`src/rtl/spr_pkg.sv`:
```
// Shared encodings for the stone-paper-scissors judge and its match controller.
// Moves, verdicts and judge states match the judge's port encodings bit for bit.
package spr_pkg;

  typedef enum logic [1:0] {
    MV_STONE    = 2'b00,
    MV_PAPER    = 2'b01,
    MV_SCISSORS = 2'b10,
    MV_INVALID  = 2'b11
  } move_e;

  typedef enum logic [1:0] {
    VD_TIE = 2'b00,
    VD_P1  = 2'b01,
    VD_P2  = 2'b10,
    VD_BAD = 2'b11
  } verdict_e;

  typedef enum logic [2:0] {
    JS_IDLE   = 3'b000,
    JS_EVAL   = 3'b001,
    JS_RESULT = 3'b010
  } judge_state_e;

  localparam logic [2:0] SCORE_MAX = 3'd7;

  // Two LFSR bits give four codes; the invalid code is folded onto a legal move.
  function automatic logic [1:0] lfsr_to_move(input logic [7:0] v);
    logic [1:0] mv;
    if (v[1:0] == MV_INVALID) begin
      mv = v[2] ? MV_SCISSORS : MV_STONE;
    end else begin
      mv = v[1:0];
    end
    return mv;
  endfunction

  function automatic logic [2:0] score_inc(input logic [2:0] s);
    logic [2:0] r;
    if (s == SCORE_MAX) begin
      r = s;
    end else begin
      r = s + 3'd1;
    end
    return r;
  endfunction

endpackage

```
`src/rtl/spr_lfsr8.sv`:
```
// Free-running 8-bit Fibonacci LFSR (taps 8,6,5,4) used as Player 2's move source.
// A zero seed is replaced by 8'h01 so the register can never lock up.
module spr_lfsr8 #(
  parameter logic [7:0] SEED = 8'hA5
) (
  input  logic       clk,
  input  logic       reset,
  output logic [7:0] lfsr
);

  localparam logic [7:0] SEED_EFF = (SEED == 8'h00) ? 8'h01 : SEED;

  logic [7:0] lfsr_q;
  logic [7:0] lfsr_d;
  logic [7:0] shifted;
  logic       fb;

  // Next-state: shift left, feedback from bits 7,5,4,3.
  always_comb begin
    fb      = lfsr_q[7] ^ lfsr_q[5] ^ lfsr_q[4] ^ lfsr_q[3];
    shifted = {lfsr_q[6:0], fb};
    if (shifted == 8'h00) begin
      lfsr_d = 8'h01;
    end else begin
      lfsr_d = shifted;
    end
  end

  // State register with synchronous active-low reset.
  always_ff @(posedge clk) begin
    if (!reset) begin
      lfsr_q <= SEED_EFF;
    end else begin
      lfsr_q <= lfsr_d;
    end
  end

  assign lfsr = lfsr_q;

endmodule

```
`src/rtl/spr_match_controller.sv`:
```
// Initiator-side match controller for the stone-paper-scissors judge: captures moves,
// runs the start/evaluate/result handshake with a watchdog, and keeps the match score.
module spr_match_controller
  import spr_pkg::*;
#(
  parameter int unsigned ROUNDS_TO_WIN = 2,
  parameter logic [7:0]  LFSR_SEED     = 8'hA5,
  parameter int unsigned TIMEOUT       = 15
) (
  input  logic       clk,
  input  logic       reset,
  input  logic [1:0] p1_move_in,
  input  logic       p1_valid,
  input  logic       mode,
  input  logic [1:0] p2_move_in,
  input  logic       new_match,
  input  logic [1:0] winner,
  input  logic [2:0] judge_state,
  output logic       start,
  output logic [1:0] p1_move,
  output logic [1:0] p2_move,
  output logic [2:0] p1_score,
  output logic [2:0] p2_score,
  output logic [1:0] last_result,
  output logic       ready,
  output logic       match_over,
  output logic [1:0] match_winner,
  output logic       error
);

  localparam int unsigned CNT_W = ($clog2(TIMEOUT + 2) > 4) ? $clog2(TIMEOUT + 2) : 4;
  localparam logic [CNT_W-1:0] TMO       = CNT_W'(TIMEOUT);
  localparam logic [2:0]       WIN_SCORE = 3'(ROUNDS_TO_WIN);

  typedef enum logic [2:0] {
    M_IDLE      = 3'd0,
    M_WAIT_EVAL = 3'd1,
    M_RELEASE   = 3'd2,
    M_DONE      = 3'd3,
    M_ERROR     = 3'd4
  } state_e;

  state_e           state_q, state_d;
  logic [CNT_W-1:0] cnt_q, cnt_d;
  logic             start_q, start_d;
  logic [1:0]       p1_move_q, p1_move_d;
  logic [1:0]       p2_move_q, p2_move_d;
  logic [2:0]       p1_score_q, p1_score_d;
  logic [2:0]       p2_score_q, p2_score_d;
  logic [1:0]       last_result_q, last_result_d;
  logic             ready_q, ready_d;
  logic             match_over_q, match_over_d;
  logic [1:0]       match_winner_q, match_winner_d;
  logic             error_q, error_d;
  logic [7:0]       lfsr;

  spr_lfsr8 #(.SEED(LFSR_SEED)) u_lfsr (
    .clk   (clk),
    .reset (reset),
    .lfsr  (lfsr)
  );

  // Next-state, datapath and registered-output decode.
  always_comb begin
    state_d       = state_q;
    cnt_d         = '0;
    p1_move_d     = p1_move_q;
    p2_move_d     = p2_move_q;
    p1_score_d    = p1_score_q;
    p2_score_d    = p2_score_q;
    last_result_d = last_result_q;
    error_d       = error_q;

    case (state_q)
      M_IDLE: begin
        if (new_match) begin
          p1_score_d    = 3'd0;
          p2_score_d    = 3'd0;
          last_result_d = 2'b00;
          error_d       = 1'b0;
        end else if (p1_valid) begin
          p1_move_d = p1_move_in;
          p2_move_d = mode ? p2_move_in : lfsr_to_move(lfsr);
          state_d   = M_WAIT_EVAL;
        end else begin
          state_d = M_IDLE;
        end
      end

      M_WAIT_EVAL: begin
        if (judge_state == JS_EVAL) begin
          last_result_d = winner;
          if (winner == VD_P1) begin
            p1_score_d = score_inc(p1_score_q);
          end else if (winner == VD_P2) begin
            p2_score_d = score_inc(p2_score_q);
          end else begin
            p1_score_d = p1_score_q;
          end
          state_d = M_RELEASE;
        end else if (cnt_q >= TMO) begin
          error_d = 1'b1;
          state_d = M_ERROR;
        end else begin
          cnt_d = cnt_q + CNT_W'(1);
        end
      end

      M_RELEASE: begin
        if (judge_state == JS_IDLE) begin
          if ((p1_score_q == WIN_SCORE) || (p2_score_q == WIN_SCORE)) begin
            state_d = M_DONE;
          end else begin
            state_d = M_IDLE;
          end
        end else if (cnt_q >= TMO) begin
          error_d = 1'b1;
          state_d = M_ERROR;
        end else begin
          cnt_d = cnt_q + CNT_W'(1);
        end
      end

      M_DONE, M_ERROR: begin
        // Both terminal states leave only through a fresh match.
        if (new_match) begin
          p1_score_d    = 3'd0;
          p2_score_d    = 3'd0;
          last_result_d = 2'b00;
          error_d       = 1'b0;
          state_d       = M_IDLE;
        end else begin
          state_d = state_q;
        end
      end

      default: begin
        state_d = M_IDLE;
      end
    endcase

    start_d      = (state_d == M_WAIT_EVAL);
    ready_d      = (state_d == M_IDLE);
    match_over_d = (state_d == M_DONE);
    if (state_d == M_DONE) begin
      if (p1_score_d == WIN_SCORE) begin
        match_winner_d = VD_P1;
      end else if (p2_score_d == WIN_SCORE) begin
        match_winner_d = VD_P2;
      end else begin
        match_winner_d = 2'b00;
      end
    end else begin
      match_winner_d = 2'b00;
    end
  end

  // Controller registers with synchronous active-low reset.
  always_ff @(posedge clk) begin
    if (!reset) begin
      state_q        <= M_IDLE;
      cnt_q          <= '0;
      start_q        <= 1'b0;
      p1_move_q      <= 2'b00;
      p2_move_q      <= 2'b00;
      p1_score_q     <= 3'd0;
      p2_score_q     <= 3'd0;
      last_result_q  <= 2'b00;
      ready_q        <= 1'b1;
      match_over_q   <= 1'b0;
      match_winner_q <= 2'b00;
      error_q        <= 1'b0;
    end else begin
      state_q        <= state_d;
      cnt_q          <= cnt_d;
      start_q        <= start_d;
      p1_move_q      <= p1_move_d;
      p2_move_q      <= p2_move_d;
      p1_score_q     <= p1_score_d;
      p2_score_q     <= p2_score_d;
      last_result_q  <= last_result_d;
      ready_q        <= ready_d;
      match_over_q   <= match_over_d;
      match_winner_q <= match_winner_d;
      error_q        <= error_d;
    end
  end

  assign start        = start_q;
  assign p1_move      = p1_move_q;
  assign p2_move      = p2_move_q;
  assign p1_score     = p1_score_q;
  assign p2_score     = p2_score_q;
  assign last_result  = last_result_q;
  assign ready        = ready_q;
  assign match_over   = match_over_q;
  assign match_winner = match_winner_q;
  assign error        = error_q;

endmodule

```
`config.mk`:
```
export PLATFORM = sky130hd
export DESIGN_NAME = spr_match_controller
export DESIGN_NICKNAME = d
export VERILOG_FILES = /design/src/rtl/spr_pkg.sv /design/src/rtl/spr_lfsr8.sv /design/src/rtl/spr_match_controller.sv
export SDC_FILE = /design/constraint.sdc
export NUM_CORES = 1
export LEC_CHECK = 0
export ABC_AREA = 1
export ABC_CLOCK_PERIOD_IN_PS = 1400
export CAP_MARGIN = 0
export CELL_PAD_IN_SITES_DETAIL_PLACEMENT = 1
export CELL_PAD_IN_SITES_GLOBAL_PLACEMENT = 1
export CORE_MARGIN = 5
export CORE_UTILIZATION = 33
export DETAILED_ROUTE_END_ITERATION = 8
export HOLD_SLACK_MARGIN = 0.03
export PLACE_DENSITY_LB_ADDON = 0.05
export SYNTH_ARGS = -nofsm -noshare
export SYNTH_HDL_FRONTEND = slang
export SYNTH_SLANG_ARGS = --single-unit
```
`constraint.sdc`:
```
create_clock -name clk -period 1.4 [get_ports clk]
set_input_delay 0.14 -clock clk [delete_from_list [all_inputs] [get_ports clk]]
set_output_delay 0.14 -clock clk [all_outputs]
set_load 0.03 [all_outputs]
```
* Word-level counts from Yosys, hierarchy flattened
Cells that the tools add are included.
Word-level totals: flip-flop bits (word level) 34, logic and storage cells 97
Cells by class: add/subtract/negate cells 3, magnitude comparators 1, equality and inequality tests 20, multiplexer cells 37, bitwise gates (word level) 6, reduce and logical (&&, ||, !) cells 15
Operators with widths (count):
- 3-bit two-way mux | 14
- 3-bit by 2-bit == test with 1-bit output, second input constant | 7
- 5-bit two-way mux | 3
- 2-bit two-way mux | 7
- 3-bit case mux with 2 select lines | 2
- 3-bit case mux with 4 select lines | 1
- 5-bit case mux with 2 select lines | 1
- 3-bit by 1-bit == test with 1-bit output, second input constant | 3
- 3-bit == test, second input constant | 3
- 3-bit logical NOT | 3
- 8-bit logical NOT | 1
- 8-bit two-way mux | 1
- 3-bit by 1-bit adder with 3-bit output, second input constant | 2
- 1-bit two-way mux | 6
- 2-bit != test, second input constant | 3
- 3-bit AND reduction | 2
- 3-bit OR reduction | 2
- 5-bit by 1-bit adder with 5-bit output, second input constant | 1
- 5-bit by 4-bit greater-or-equal comparator with 1-bit output, second input constant | 1
- 2-bit == test, second input constant | 2
- 2-bit case mux with 2 select lines | 1
- 4-bit AND reduction | 1
- 2-bit OR reduction | 2
- 1-bit inverter | 3
- other kinds (8) | 10

* Depth between registers and ports, before layout
Gate-level depths: netlist (run 1).
depth after elaboration 9, mapped depth 12, mapped depth without buffers 12

* Cells and area by module
Synthesis (run 1) repeated with hierarchy kept, for this count alone.
Second synthesis, totals: cells, all modules 244, area total of the unflattened synthesis 1720.4 sq um
By module, submodules not included:
- spr_match_controller | times used 1, cells an instance 197, area an instance 1391.3 sq um
- spr_lfsr8 | times used 1, cells an instance 47, area an instance 329.1 sq um

* Least setup slack after synthesis (run 1)
OpenSTA, ideal clock, no wires.
path type reg-to-reg, start register p1_score_q[0] (netlist: p1_score[0]), end register match_winner_q[0] (netlist: match_winner[0]), setup time 0.121 ns, arrival time 1.398 ns, path slack -0.119 ns, cell stages (with the launch flop) 10, buffers on the path 0, clock period less this slack 1.519 ns, path through dfxtp_1 -> inv_1 -> ha_1 -> nand2_1 -> o21ai_0 -> nor2_1 -> nor2_2 -> nand2_2 -> a21oi_4 -> nor3b_2
On the way: word-level cells in the longest chain between the ends 7
RTL lines:
- start: declaration | RTL line spr_match_controller.sv:48 | logic [2:0] p1_score_q, p1_score_d;
- start signal: assignment | RTL line spr_match_controller.sv:179 | p1_score_q <= p1_score_d;
- 3-bit by 1-bit adder with 3-bit output (tied with other cells) | RTL line spr_pkg.sv:43 | r = s + 3'd1;
- 3-bit two-way mux or 1-bit logical OR (tied branches) | RTL line spr_pkg.sv:40, spr_match_controller.sv:111
- 3-bit two-way mux or 2-bit two-way mux (tied branches) | RTL line spr_match_controller.sv:93, spr_match_controller.sv:111
- 3-bit two-way mux (on tied branches) | RTL line spr_match_controller.sv:91, spr_match_controller.sv:110
- 3-bit case mux with 2 select lines or 3-bit case mux with 4 select lines (tied branches) | RTL line spr_match_controller.sv:74 | case (state_q)
- 3-bit by 2-bit == test with 1-bit output (on tied branches) | RTL line spr_match_controller.sv:146, spr_match_controller.sv:145
- 1-bit two-way mux or 2-bit AND reduction (tied branches)
- end signal: assignment | RTL line spr_match_controller.sv:184 | match_winner_q <= match_winner_d;
- end: declaration | RTL line spr_match_controller.sv:53 | logic [1:0] match_winner_q, match_winner_d;
Parallel ways exist; a longest one is shown, timed or not. A chain may end at the register's enable or synchronous reset.

* Final worst setup path (run 1)
start register cnt_q[0], end register match_winner_q[0] (netlist: match_winner[0])
On the way: word-level cells in the longest chain between the ends 6
RTL lines:
- start: declaration | RTL line spr_match_controller.sv:44 | logic [CNT_W-1:0] cnt_q, cnt_d;
- start signal: assignment | RTL line spr_match_controller.sv:175 | cnt_q <= cnt_d;
- 5-bit by 4-bit greater-or-equal comparator with 1-bit output (*) | RTL line spr_match_controller.sv:101, spr_match_controller.sv:116
- 3-bit two-way mux (*) | RTL line spr_match_controller.sv:101, spr_match_controller.sv:116
- 3-bit two-way mux (on tied branches) | RTL line spr_match_controller.sv:110, spr_match_controller.sv:91
- 3-bit case mux with 4 select lines (*) | RTL line spr_match_controller.sv:74
- 3-bit by 2-bit == test with 1-bit output (*) | RTL line spr_match_controller.sv:145 | if (state_d == M_DONE) begin
- 2-bit AND reduction (no line) (*)
Mark *: on every way between the ends. The rest lies on a longest branch, timed or not.

==> metrics.md, run 1 <==
| Metric | Value |
|---|---|
| Post-synthesis sequential area ratio | 41.1% |
| Sequential cell area | 699 um^2 |
| Area occupied by multi-input gates | 1020 um^2 |
| Pre-antenna DRT Iters | 4 |
| Fraction of layout cells with a size suffix above 1 | 36.8% |
| Slew Viols, Final | 0 |
| Worst path required time | 1610 ps |
| Residual DRC count | 0 |
| Ports | 32 |
| Total track usage | 17.1% |
| Nets | around 320 |
| GPL Wtd Cong | 0.790 |
| Max-cap violations | 0 |
| LEAKAGE | between 1 and 1.5 nW |
| # fillers | 597 |
| Period utilization | 114% |
| RSZ-0062 raised after global routing | yes |
| Skew final | about 4.0 ps |
| Peak supply drop | 0.000511 V |
| Tmin final | 1600 ps |
| Outcome | finished, violations left |
| Post-DP HPWL | approximately 3700 um |
| Layout area overhead | 59.4% |
| Initial drt markers | 60 |
| Dpl ws | -252 ps |
| Clock latency at the later pin of the worst-skew pair | 290 ps |
| Die W | 80.8 um |
| Util after Layout | between 50% and 60% |
| Fin. Hold Viols | 0 |
| Total grt overflow | 0 |
| Fin worst setup slack | -196 ps |
| Final Setup Violations | 11 |
| CTS root buf | clkbuf_8 |
| Synthesized net count | 253 |
| Crit. End Element | flip-flop |
| # rows | 25 |
| Syn Inst Count | 233 |
| Initial Utilization | about a third |
| Diode count | 0 |
| Met2 Usage GRT | 26.7% |
| Num CTS Buffers | 5 |
| IO Port Bufs | 31 |
| R2r endpoint | match_winner[0] |
| Post-synth cell types | 27 |
| Max Clk Rate | 0.627 GHz |
| Pwr Density | 854 nW/um^2 |
| Routed len/inst | 13.5 um |
| Ys Warns | 0 |
| Die Footprint | 6530 um^2 |
| Synth Cell Area | 1650 um^2 |
| Vias in the first global route | 1767 |
| Total Power | 2.25 mW |
| DRT antenna net count | 0 |
| Flop2flop setup slack | -200 ps |
| GR Util met3 | under 10% |
| CP Data Arrival Time | 1810 ps |
| Clock buffer depth | 2 |
| First-pass GRT wire length | 8480 um |
| Core Box Area | 4790 um^2 |
| Largest net degree at the start of global routing | 11 |
| CTS tree | done |
| Min-delay worst type | input pin to flip-flop |
| Worst-path clk slew | 70 ps |
| Reg2Reg Depth | 10 |
| Worst-path cell chain | ha_4 > nand2_4 > nor2_4 > ha_4 > nor2_4 > nand3_2 > nand2_2 > nand2_2 > a21oi_4 > nor3b_2 |
| Flops & latches, synth | 34 |
| Mean Syn Cell Area | 7.10 um^2 |
| Relative slew margins | between 70% and 80% |
| WS Path Type | flip-flop to flip-flop |
| Setup crit start kind | flip-flop |
| Max stage delay cell, worst path | dfxtp_2 |
| WL final | 4990 um |
| Crit-path max FO | 3 |
| Clk sinks | 34 |
| Via density | 4.62 |
| H-tree levels | 2 |
| Initial antenna violation count | 0 |
| CP peak stage delay | 340 ps |
| Setup crit start | cnt_q[0] |
| Met1 Track Usage GR | 23.0% |
| Hold buffer count at cts | 0 |
| Capture point of the critical path | match_winner[0] |
| Failing checks | negative setup slack |
| Slew @ Worst Pin | 358 ps |
| Vias | 1715 |
| R2r startpoint | cnt_q[0] |
| Grt peak-use layer | met2 |
| Die Y | between 80 and 90 um |
## how the worst min path moves through the flow
stage,cells past startpoint,start,end
2_1_floorplan,1,reset,u_lfsr.lfsr[5]
3_3_place_gp,2,error,error
3_5_place_dp,1,u_lfsr.lfsr[6],u_lfsr.lfsr[7]
4_1_cts,3,p1_move_in[0],p1_move[0]
5_1_grt,3,p1_move_in[0],p1_move[0]
6_report,3,p1_move_in[0],p1_move[0]
## per-layer routing
| metal | wire (um) | up-vias |
|---|---|---|
| li1 | - | 870 |
| met1 | 2500 | 806 |
| met2 | 2250 | 33 |
| met3 | 195 | 6 |
| met4 | 48 | 0 |
| met5 | 0 | - |
## cell usage after synthesis
| library cell | instances | area [um^2] |
|---|---|---|
| inv_1 | 40 | 150 |
| clkbuf_1 | 1 | 3.75 |
| nand2_1 | 50 | 188 |
| or2_2 | 3 | 18.8 |
| o21ai_0 | 7 | 35.0 |
| nand3_1 | 18 | 90.1 |
| nand2_4 | 1 | 11.3 |
| dfxtp_1 | 34 | 681 |
| buf_6 | 1 | 11.3 |
| a31oi_1 | 1 | 6.26 |
| a21oi_4 | 2 | 32.5 |
| xnor2_1 | 2 | 17.5 |
| nor3b_1 | 1 | 7.51 |
| nand4_1 | 3 | 18.8 |
| a21boi_0 | 1 | 7.51 |
| o2111ai_1 | 1 | 8.76 |
| nor3b_2 | 1 | 12.5 |
| inv_2 | 4 | 15.0 |
| nor2_2 | 4 | 25.0 |
| nand3_2 | 1 | 10.0 |
| nand2_2 | 1 | 6.26 |
| nor3_2 | 1 | 10.0 |
| a21oi_1 | 15 | 75.1 |
| xor2_1 | 1 | 8.76 |
| nor3_1 | 4 | 20.0 |
| ha_1 | 6 | 75.1 |
| nor2_1 | 29 | 109 |
## layout by cell type, fill, tap and decap left out, types with 6 or more instances in the layout
cell type	instances
inv_2	8
dfxtp_1	25
nand2_2	9
inv_1	35
nor2_1	21
a21oi_2	6
dfxtp_2	6
nor2_4	6
nor2_2	6
nand2_1	39
clkdlybuf4s50_1	13
a21oi_1	9
buf_4	34
clkbuf_8	6
nand3_1	13
dlygate4sd2_1	18
## cell type report
type	instances	area share, %
multi-input combinational	153	38.6
sequential	34	26.5
timing repair buffer	66	21.0
inverter	44	6.36
tap	67	3.18
clock buffer	6	3.13
clock inverter	1	1.14
## worst max-delay path, delay by kind of cell, from the launching register on
kind	cells	cell delay [ps]
fa+ha+maj	2	310
simple gates	7	660
compound gates	1	210
flops	1	340
## flip-flops by register name, summed over array words and instances (netlist names)
| register | cells |
|---|---|
| last_result | 2 |
| p1_score | 3 |
| start | 1 |
| p2_move | 2 |
| ready | 1 |
| p2_score | 3 |
| match_winner | 2 |
| match_over | 1 |
| state_q | 3 |
| p1_move | 2 |
| u_lfsr.lfsr | 8 |
| cnt_q | 5 |
| error | 1 |
## timing repair
action,in CTS,in global routing
pin swaps,8,20
cloned,0,0
gates resized for setup,35,46
buffers inserted,1,3
endpoints found under the setup margin,34,24
## logic make-up (layout without fill, tap and decap cells)
| logic type | after synthesis | in the layout | synth area share (%) |
|---|---|---|---|
| buf+inv | 46 | 117 | 10.9 |
| compound gates | 27 | 27 | 9.98 |
| simple gates | 117 | 117 | 31.8 |
| fa+ha+maj | 6 | 6 | 4.54 |
| flops | 34 | 34 | 41.1 |
| xor+xnor | 3 | 3 | 1.59 |
## report_power, final
group / internal, mW / switching (mW)
combinational: 0.133 / 0.167
sequential: 0.998 / 0.0267
clock: 0.569 / 0.358
total: 1.70 / 0.552
## through the flow
stage	TNS [ps]	cell area (um^2)	cells	hold slack (ps)
floorplan	-102	1670	233	209
global placement	-1790	2280	360	433
detailed placement	-2350	2280	360	437
CTS	-611	2450	368	388
global route	-2450	2640	371	386
finish	-988	2640	371	399
Power figures use the tool's default switching activity.
==> run 2: changes to the inputs <==
--- a/config.mk
+++ b/config.mk
@@ -13,6 +13,7 @@
 export CORE_MARGIN = 5
 export CORE_UTILIZATION = 33
 export DETAILED_ROUTE_END_ITERATION = 8
+export GPL_TIMING_DRIVEN = 0
 export HOLD_SLACK_MARGIN = 0.03
 export PLACE_DENSITY_LB_ADDON = 0.05
 export SYNTH_ARGS = -nofsm -noshare
==> run 2 against run 1 <==
  * The run still ends with negative setup slack left
  * Total power shrank 10%
  * Wire length down 8.6%
  * Worst setup slack improved by 6.0 ps
  * Clock power decreased by 22%
  * Die area unchanged
  * Critical endpoint is now match_over
  * Hold slack gained 22 ps
  * Global-route usage shrank 1.9 points
  * Largest power group unchanged
==> metrics.md, run 2 (synthesis results as in run 1) <==
| Metric | Value |
|---|---|
| Outcome | finished, violations left |
| Failing checks | negative setup slack |
| Nets | 301 |
| Fin worst setup slack | -190 ps |
| Skew final | 8.72 ps |
| Clk sinks | 34 |
| Switching share of total power | 26.0% |
| Worst-path clk slew | 70 ps |
| Worst path required time | 1630 ps |
| Most common cell on crit path | nand2_2 |
| Hold path endpoint | p1_move[0] |
| Num CTS Buffers | 5 |
| Max reg flops | 8 |
| Dpl ws | -431 ps |
| Tmin final | between 1500 and 2000 ps |
| IO Port Bufs | 31 |
| Post-route insts no fill | around 350 |
| CP Data Arrival Time | 1820 ps |
| Final Setup Violations | 7 |
| Routed len/inst | 13.1 um |
| Period utilization | 114% |
| Initial antenna violation count | 0 |
| WHS | 422 ps |
| GPL Wtd Cong | 0.773 |
| Finished Cell Area | 2350 um^2 |
| Most frequent cells in the layout | nand2_1 (42), inv_1 (36), dfxtp_1 (25) |
| Hold depth | 3 |
| CTS root buf | clkbuf_8 |
| CTS tree | done |
| H-tree levels | 2 |
| RSZ-0062 raised after global routing | yes |
| Max-cap violations | 0 |
| Peak supply drop | 0.000416 V |
| Layout area overhead | 41.9% |
| Vias | 1593 |
| Via density | 4.59 |
| Min-delay worst type | input pin to flip-flop |
| Setup TNS | -747 ps |
| DRT antenna net count | 0 |
| Worst path buffer plus inverter count | 2 |
| Crit-path leading delay family | simple AND/OR/NAND/NOR gates |
| Placed cells | 331 |
| Flop2flop setup slack | -190 ps |
| LEAKAGE | about 1.1 nW |
| Clock Power Share | 35.6% |
| Max Clk Rate | 0.629 GHz |
| Placed inst area | 2070 um^2 |
| # rows | 25 |
| Die W | 80.8 um |
| Diode count | 0 |
| Largest net degree at the start of global routing | 11 |
| Worst-path cell chain | ha_4 > nand2_2 > nor2_1 > ha_2 > nor2_4 > nand3_2 > nand2_2 > nand2_2 > a21oi_4 > buf_4 > buf_6 |
| Vias in the first global route | ~1600 |
| Initial Utilization | between 30% and 40% |
| R2r startpoint | cnt_q[1] |
| Reg power frac | roughly half |
| WL final | ~4600 um |
| WS Path Type | flip-flop to flip-flop |
| CP peak stage delay | 340 ps |
| Die Footprint | 6530 um^2 |
| Clock buffer depth | 2 |
| Post-DP HPWL | 3330 um |
| Crit-path max FO | 3 |
| Min-delay src | p1_move_in[0] |
| NetSw | 527 uW |
| Design internal power | 1.50 mW |
| Ports | 32 |
| Setup crit start kind | flip-flop |
| Clock latency at the later pin of the worst-skew pair | 280 ps |
| Reg2Reg Depth | 11 |
| Slew Viols, Final | 0 |
| Total track usage | around 15% |
| Slew @ Worst Pin | 347 ps |
| Relative slew margins | around three quarters |
| Core Box Area | 4790 um^2 |
| Fin. Hold Viols | 0 |
| First-pass GRT wire length | 7570 um |
| Util after Layout | between 40% and 50% |
| Crit. End Element | flip-flop |
| Residual DRC count | 0 |
| Most common cell after layout, fill and taps aside | nand2_1 |
| Max stage delay cell, worst path | dfxtp_2 |
| Fraction of layout cells with a size suffix above 1 | about 28% |
| Pwr Density | approximately 860 nW/um^2 |
| Die Y | a little over 80 um |
| Comb pwr share | 13.8% |
| Pre-antenna DRT Iters | 4 |
| R2r endpoint | match_over |
| Initial drt markers | 52 |
| Total Power | 2.03 mW |
| Total grt overflow | 0 |
run 2: cell types whose count changed in the layout (fill, tap and decap cells not counted), moves of 3 or more:
cell     delta
buf_4      -25
a21oi_2     -5
nand3_2     +4
a21oi_1     +5
nand2_1     +3
run 2: power groups by stage:
stage,Sequential (mW),Combinational [mW],Clock [mW]
finish,1.02,0.280,0.722
global route,1.03,0.310,0.807
CTS,1.03,0.251,0.756
detailed placement,1.05,0.250,0
global placement,1.05,0.248,0
floorplan,1.06,0.129,0
run 2: timing repair:
item                                    in CTS  in global routing
endpoints found under the setup margin      40                 25
hold buffers                                 0                  0
resized for setup                           29                 33
pin swaps                                    8                  7
setup buffers                                3                  7
run 2: worst register-to-register path, stage by stage (launching register included):
cell and delay (ps):
dfxtp_2 340, ha_4 160, nand2_2 50, nor2_1 40, ha_2 170, nor2_4 120, nand3_2 90, nand2_2 80
nand2_2 70, a21oi_4 190, buf_4 150, buf_6 80
run 2: final cells by class:
| type | count | area, um^2 |
|---|---|---|
| inverters | 44 | 165 |
| repair buffers | 41 | 367 |
| multi-input cells | 153 | 938 |
| clock buffers | 6 | 82.6 |
| well taps | 67 | 83.8 |
| plain buffers | 2 | 16.3 |
| fillers | 605 | 2440 |
| flip-flops and latches | 34 | 694 |
run 2: how the worst max path moves through the flow:
| stage | from | end | slack (ps) | cells past startpoint |
|---|---|---|---|---|
| final | cnt_q[1] | match_over | -190 | 11 |
| after global routing | cnt_q[1] | match_winner[1] | -310 | 11 |
| after CTS | cnt_q[1] | match_winner[1] | -180 | 11 |
| after detailed placement | reset | start | -430 | 4 |
| after global placement | reset | start | -430 | 4 |
| after floorplan | cnt_q[1] | ready | -40 | 12 |
run 2: routing by layer:
layer | vias to the layer above | GRT usage [%] | wire, um
met5 | - | 0 | 0
met3 | 5 | 4.99 | 247
met2 | 33 | 22.5 | 1950
met4 | 0 | 4.56 | 63
li1 | 819 | - | -
met1 | 736 | 20.8 | 2300
==> run 3: changes to the inputs <==
--- a/config.mk
+++ b/config.mk
@@ -11,8 +11,10 @@
 export CELL_PAD_IN_SITES_DETAIL_PLACEMENT = 1
 export CELL_PAD_IN_SITES_GLOBAL_PLACEMENT = 1
 export CORE_MARGIN = 5
-export CORE_UTILIZATION = 33
+export CORE_UTILIZATION = 39
 export DETAILED_ROUTE_END_ITERATION = 8
+export DONT_BUFFER_PORTS = 1
+export GPL_ROUTABILITY_DRIVEN = 0
 export GPL_TIMING_DRIVEN = 0
 export HOLD_SLACK_MARGIN = 0.03
 export PLACE_DENSITY_LB_ADDON = 0.05
==> run 3 against run 2 <==
  * The run still ends with negative setup slack left
  * Critical path depth is 2 lower
  * Register-to-register slack improved by 30 ps
  * Clock-buffer cell count unchanged
  * Total power shrank 2.9%
  * Wire length grew 1.6%
  * Final area decreased by 11%
  * Critical endpoint is now ready
==> metrics.md, run 3 (synthesis results as in run 1) <==
| Metric | Value |
|---|---|
| H-tree levels | 2 |
| Most frequent cells in the layout | nand2_1 (43), inv_1 (34), dfxtp_1 (24) |
| Min-delay src | reset |
| Via density | roughly 5 |
| WHS | 55.0 ps |
| Worst path required time | about 1600 ps |
| Diode count | 0 |
| Flop2flop setup slack | -160 ps |
| Reg2Reg Depth | 9 |
| Util after Layout | 51.3% |
| Fin worst setup slack | -160 ps |
| Initial drt markers | 68 |
| Clock latency at the later pin of the worst-skew pair | 290 ps |
| Vias | around 1500 |
| Max-cap violations | 0 |
| Setup crit start kind | flip-flop |
| Vias in the first global route | 1632 |
| Final Setup Violations | 7 |
| WS Path Type | flip-flop to flip-flop |
| Failing checks | negative setup slack |
| Placed cells | roughly 280 |
| Layout area overhead | 25.8% |
| Worst-path clk slew | 70 ps |
| First-pass GRT wire length | about 7700 um |
| WL final | 4640 um |
| R2r endpoint | ready |
| Nets | 272 |
| Peak supply drop | 0.000573 V |
| Fin. Hold Viols | 0 |
| Met2 Usage GRT | about 27% |
| Pwr Density | ~950 nW/um^2 |
| Largest net degree at the start of global routing | 11 |
| Post-DP HPWL | 3310 um |
| Outcome | finished, violations left |
| Ports | 32 |
| CP Data Arrival Time | roughly 1800 ps |
| R2r startpoint | p1_score[0] |
| Skew final | 8.88 ps |
| Slew @ Worst Pin | 616 ps |
| Clk sinks | 34 |
| Hold depth | 2 |
| IO Port Bufs | 0 |
| LEAKAGE | between 0.9 and 1 nW |
| Fraction of layout cells with a size suffix above 1 | 31.1% |
| Relative slew margins | 59.0% |
| Max reg flops | 8 |
| Dpl ws | -257 ps |
| Total grt overflow | 0 |
| Core Box Area | a little over 4000 um^2 |
| # fillers | 511 |
| Num CTS Buffers | 5 |
| Min-delay worst type | input pin to flip-flop |
| Die Y | 75.1 um |
| # rows | 23 |
| Total track usage | a little under a fifth |
| Post-route insts no fill | 301 |
| CTS root buf | clkbuf_8 |
| Die W | about 75 um |
| RSZ-0062 raised after global routing | yes |
| Grt peak-use layer | met2 |
| GR Util met3 | around 6.1% |
| Initial antenna violation count | 0 |
| Tmin final | 1560 ps |
| Crit-path max FO | 4 |
| Most common cell after layout, fill and taps aside | nand2_1 |
| Hold path endpoint | u_lfsr.lfsr[4] |
| CTS tree | done |
| Pre-antenna DRT Iters | 4 |
| Met1 Track Usage GR | between 20% and 30% |
| Period utilization | 111% |
| DRT antenna net count | 0 |
| Max Clk Rate | roughly 0.64 GHz |
| Die Footprint | ~5600 um^2 |
| Residual DRC count | 0 |
| Initial Utilization | about 40% |
| Clock buffer depth | 2 |
| Routed len/inst | around 15 um |
| Slew Viols, Final | 0 |
| Crit. End Element | flip-flop |
[run 3: per-layer routing]
metal / vias to the layer above / wire length [um]
li1: 760 / -
met1: 707 / 2160
met2: 37 / 2080
met3: 9 / 278
met4: 0 / 114
met5: - / 0
[run 3: what timing repair did]
item	in CTS	in global routing
hold endpoints to repair	11	0
pin swaps	18	5
gates resized for setup	31	23
buffers inserted	4	3
endpoints found under the setup margin	16	26
hold buffers	5	0
[run 3: final cells by class]
type,count,area (um^2),area share (%)
well taps,50,62.6,3.01
clock buffers,6,82.6,3.97
flip-flops and latches,34,708,34.0
multi-input cells,153,942,45.3
repair buffers,12,103,4.93
plain buffers,2,15.0,0.722
inverters,44,168,8.06
[run 3: worst max path at each step]
stage                 from         endpoint  slack (ps)  cells after the start
6_report       p1_score[0]            ready        -160                      9
5_1_grt        p1_score[0]            ready        -240                      9
4_1_cts           cnt_q[0]  match_winner[1]        -150                     11
3_5_place_dp      cnt_q[1]  match_winner[1]        -260                     11
3_3_place_gp      cnt_q[1]  match_winner[1]        -260                     11
2_1_floorplan     cnt_q[1]            ready         -40                     12
[run 3: where the power goes]
part	leakage, nW	switching [mW]	internal, mW
sequential	0.284	0.0466	0.992
combinational	0.597	0.131	0.0817
clock	0.0431	0.336	0.379
total	0.924	0.514	1.45
[run 3: worst max-delay path: stages, from the launching register on]
cell	delay [ps]
dfxtp_4	430
inv_4	50
ha_1	190
nand2_1	70
o21ai_1	70
nor2_1	140
nor2_2	70
a21boi_0	270
a21oi_2	100
nor2_1	100
[run 3: through the flow]
| stage | total power, mW | instance area (um^2) | setup TNS, ps |
|---|---|---|---|
| 6_report | 1.97 | 2080 | -666 |
| 5_1_grt | 2.06 | 2080 | -1920 |
| 4_1_cts | 1.98 | 1990 | -625 |
| 3_5_place_dp | 1.24 | 1730 | -1530 |
| 3_3_place_gp | 1.23 | 1730 | -1250 |
| 2_1_floorplan | 1.19 | 1670 | -102 |
